$ cat config.mk
export PLATFORM = sky130hd
export DESIGN_NAME = if_stage
export DESIGN_NICKNAME = d
export VERILOG_FILES = /design/src/rtl/if_stage.sv
export SDC_FILE = /design/constraint.sdc
export NUM_CORES = 1
export LEC_CHECK = 0
export ABC_AREA = 1
export CORE_MARGIN = 5
export CORE_UTILIZATION = 30
export CTS_BUF_LIST = sky130_fd_sc_hd__clkbuf_2
export DETAILED_ROUTE_END_ITERATION = 10
export PLACE_DENSITY_LB_ADDON = 0.2
export SLEW_MARGIN = 20
export SYNTH_ARGS = -nofsm -noshare
export SYNTH_HDL_FRONTEND = slang
export SYNTH_SLANG_ARGS = --single-unit
export TNS_END_PERCENT = 100
$ cat constraint.sdc
create_clock -name clk -period 1.8 [get_ports clk]
set_input_delay 0.27 -clock clk [delete_from_list [all_inputs] [get_ports clk]]
set_output_delay 0.27 -clock clk [all_outputs]
set_load 0.005 [all_outputs]
$ cat src/rtl/if_stage.sv
// Instruction-fetch stage: owns the PC, addresses instruction memory
// combinationally, picks sequential or branch-redirected next PC and
// loads the IF/ID pipeline register for the decode stage.
module if_stage #(
  parameter logic [31:0] RESET_PC = 32'h0000_0000
) (
  input  logic        clk,
  input  logic        rst_n,
  input  logic        stall,
  input  logic        flush,
  input  logic        branch_taken,
  input  logic [15:0] id_imm16,
  output logic [31:0] imem_addr,
  input  logic [31:0] imem_data,
  output logic [31:0] pc,
  output logic [31:0] ifid_inst,
  output logic [31:0] ifid_pc4,
  output logic        ifid_valid,
  output logic [31:0] fetch_count
);

  // Word-scaled, sign-extended branch displacement.
  function automatic logic signed [31:0] br_offset(input logic [15:0] imm);
    br_offset = $signed({{14{imm[15]}}, imm, 2'b00});
  endfunction

  logic [31:0]        r_pc;
  logic [31:0]        r_ifid_inst;
  logic [31:0]        r_ifid_pc4;
  logic               r_ifid_valid;
  logic [31:0]        r_fetch_count;

  logic [31:0]        w_pc_plus4;
  logic signed [31:0] w_br_offset;
  logic [31:0]        w_br_target;
  logic               w_take;

  // Next-PC candidates and the effective branch decision; a bubble in
  // IF/ID or a stalled pipe can never redirect.
  always_comb begin
    w_pc_plus4  = r_pc + 32'd4;
    w_br_offset = br_offset(id_imm16);
    w_br_target = r_ifid_pc4 + $unsigned(w_br_offset);
    w_take      = branch_taken & r_ifid_valid & ~stall;
  end

  // PC and IF/ID update: stall > taken branch > flush > normal fetch.
  always_ff @(posedge clk or negedge rst_n) begin
    if (!rst_n) begin
      r_pc          <= RESET_PC;
      r_ifid_inst   <= 32'd0;
      r_ifid_pc4    <= 32'd0;
      r_ifid_valid  <= 1'b0;
      r_fetch_count <= 32'd0;
    end else if (!stall) begin
      if (w_take) begin
        // Squash the instruction being fetched; no delay slot.
        r_pc         <= w_br_target;
        r_ifid_inst  <= 32'd0;
        r_ifid_pc4   <= 32'd0;
        r_ifid_valid <= 1'b0;
      end else if (flush) begin
        r_pc         <= w_pc_plus4;
        r_ifid_inst  <= 32'd0;
        r_ifid_pc4   <= 32'd0;
        r_ifid_valid <= 1'b0;
      end else begin
        r_pc          <= w_pc_plus4;
        r_ifid_inst   <= imem_data;
        r_ifid_pc4    <= w_pc_plus4;
        r_ifid_valid  <= 1'b1;
        r_fetch_count <= r_fetch_count + 32'd1;
      end
    end
  end

  assign imem_addr   = r_pc;
  assign pc          = r_pc;
  assign ifid_inst   = r_ifid_inst;
  assign ifid_pc4    = r_ifid_pc4;
  assign ifid_valid  = r_ifid_valid;
  assign fetch_count = r_fetch_count;

endmodule
==> metrics.txt <==
Die W 181 µm; post-synthesis sequential area ratio 36.8%; PD cells approximately 1000 nW/µm²; Mapped Area 8760 µm²; Max-cap violations 0; Die Area 32700 µm²; Unique masters post-synth 39; initial drt markers 769; post-DP HPWL approximately 26000 µm; area leader, netlist dfrtp_1; Clock Power Share 13.7%; f_max 498 MHz; delay-heaviest family, CP simple AND/OR/NAND/NOR gates; max incr delay on CP 0.45 ns; clk_skew 0.0701 ns; final setup TNS -1.95 ns; clk slew on worst S/H paths 0.27 ns; via/cell ratio 4.75; initial core utilization 30.4%; flops & latches, synth 129; status finished with violations; EDFF count, synth 0; peak supply drop 0.000511 V; first-pass GRT wire length 56600 µm; Synth Net Count approximately 1.3k; Final Hold Fails 0; slew margin rel. 69.3%; Final period util 112%; worst-path cell with the longest stage delay dfrtp_1; Worst Path Required 2.43 ns; Remaining Overflow, GRT 0; layout cells sized above 1 roughly 45%; chip height approximately 180 µm; Seq pwr share 25.1%; Area growth syn-to-layout 77.0%; GR Util All Layers 21.6%; most frequent cells in the layout 300 x nand2_1, 225 x buf_4, 161 x inv_1; setup ws final -0.208 ns; routed len/inst 17.1 µm; clk sink count roughly 130; largest net degree at the start of global routing 75; CTS Buf Count 17; LEAKAGE 0.00771 µW; CP Cell Sequence buf_4, fa_2, nand3_2, nand3_4, buf_4, a21oi_2, nor2_1, nor2_1, nand2_1, nand3_2, nand3_2; share of flip-flops with an asynchronous set or reset 100%; Worst setup SP type flop; Mapped Cells 1252; switch share between 40 and 50%; CTS tree yes; commonest non-fill, non-tap cell in the layout nand2_1; post-route ant nets 0; WL final 36700 µm; HP Class in -> reg; final setup vio count 26; clk buf depth 2; main flop type after synthesis dfrtp_1; row count 62; core region area 28800 µm²; Synth top area share 36.8%; NetSw 6640 µW; Gate power share 61.2%; Worst-Margin Slew ~0.46 ns; H-tree depth 4; 1st-pass router iterations 5; Final Critical Period between 2 and 2.5 ns; synth warn 0; Syn Area/Cell 7.00 µm²; clk root buf clkbuf_2; most numerous cell on the critical path nand3_2; Final nets 1838; critical path peak fanout 6; top-level I/O count 214; unrepaired setup endpoints after global routing true; CP bufs+invs 2; DRC viols 0; initial antenna violation count 1; CP arrival 2.64 ns; internal power 9160 µW; RePlAce Congestion 0.940; failing checks negative setup slack; number of global-route vias before repair 10.5k; routed vias just over 10k; Hold WS 0.104 ns; fin. max-slew vios 0; port bufs 213; Worst-Skew Late Latency 0.77 ns; Synth area leaders dfrtp_1 37%, nand2_1 17%, inv_1 7.5%; CP Class reg -> reg; CP endpoint kind flop
[per-layer routing]
metal / part of all wire [%] / GRT usage, % / vias to the layer above / wire (µm)
li1: - / - / 4967 / -
met1: 44 / 28.0 / 4824 / 16100
met2: 46 / 35.4 / 363 / 17100
met3: 6.9 / 5.89 / 67 / 2550
met4: 2.7 / 6.02 / 0 / 1000
met5: 0 / 0 / - / 0
[synthesized netlist by cell type, types with 2 or more instances]
cell type,n
o21bai_1,4
nand4_1,21
nand2_2,4
buf_4,32
a21oi_1,42
inv_2,7
a22o_1,35
nor3_2,4
o21ai_0,41
nor2_1,125
a221oi_1,2
inv_1,176
nand3_1,75
nand2_1,392
xnor2_1,13
o211ai_1,2
clkbuf_1,22
nor3b_1,3
ha_1,31
buf_1,2
o221ai_1,5
nor2_2,5
nand3_2,4
nor3_1,18
xor2_1,34
o22ai_1,2
o21ai_1,7
nor2_4,4
dfrtp_1,129
a22oi_1,2
[logic make-up after synthesis]
| family | synth area share (%) |
|---|---|
| flip-flops | 36.8 |
| AO/OA/AOI/OAI | 10.4 |
| XOR/XNOR | 4.70 |
| adder cells (fa/ha/maj) | 4.66 |
| buffers and inverters | 11.7 |
| AND/OR/NAND/NOR | 31.7 |
[final timing paths]
| check | slack (ns) | cells past startpoint | start | to |
|---|---|---|---|---|
| max | -0.21 | 11 | ifid_pc4[3] | imem_addr[18] |
| max in group asynchronous | 0.90 | 4 | rst_n | imem_addr[26] |
| min in group asynchronous | 0.61 | 4 | rst_n | imem_addr[16] |
| max reg2reg | -0.21 | 11 | ifid_pc4[3] | imem_addr[18] |
| min reg2reg | 0.54 | 1 | ifid_inst[9] | ifid_inst[9] |
| min | 0.10 | 2 | imem_data[0] | ifid_inst[0] |
[registers in the layout, summed over array words and instances, names as in the netlist]
name         flops
fetch_count     32
ifid_inst       32
ifid_pc4        32
imem_addr       32
ifid_valid       1
[timing repair]
action / 4_1_cts / 5_1_grt
endpoints found under the hold margin: 134 / 1
pin swaps: 49 / 98
endpoints found under the setup margin: 192 / 175
buffers inserted: 128 / 54
resized for setup: 750 / 321
hold buffers: 8 / 1
[worst register-to-register path, cell delays in order, from the launching register on]
cell and delay, ns:
dfrtp_1 0.45, buf_4 0.16, fa_2 0.38, nand3_2 0.11
nand3_4 0.12, buf_4 0.17, a21oi_2 0.14, nor2_1 0.07
nor2_1 0.08, nand2_1 0.07, nand3_2 0.10, nand3_2 0.06
[final cells by class]
type | count | area (µm²)
fillers | 2614 | 13300
flip-flops and latches | 129 | 3260
inverters | 183 | 693
multi-input cells | 883 | 6040
clock buffers | 17 | 85.1
well taps | 384 | 480
clock inverters | 15 | 185
repair buffers | 539 | 4760
diodes | 2 | 5.00
[stage by stage]
stage	utilization [%]	std cells	instance area, µm²	total power, µW	setup WS (ns)
2_1_floorplan	-	1252	8770	6900	-0.0263
3_3_place_gp	43.0	1957	12400	10600	-0.562
3_5_place_dp	43.0	1957	12400	10600	-0.558
4_1_cts	49.7	2114	14300	14300	-0.153
5_1_grt	53.9	2151	15500	16800	-0.306
6_report	53.9	2152	15500	15800	-0.208
[power groups by stage]
| stage | logic, µW | clock network, µW | registers (µW) |
|---|---|---|---|
| 6_report | 9660 | 2160 | 3970 |
| 3_5_place_dp | 6490 | 0 | 4070 |
| 3_3_place_gp | 6470 | 0 | 4080 |
| 5_1_grt | 10400 | 2350 | 4040 |
| 4_1_cts | 8140 | 2240 | 3900 |
| 2_1_floorplan | 2780 | 0 | 4120 |
Note: power is estimated with default switching activity, not from simulation.
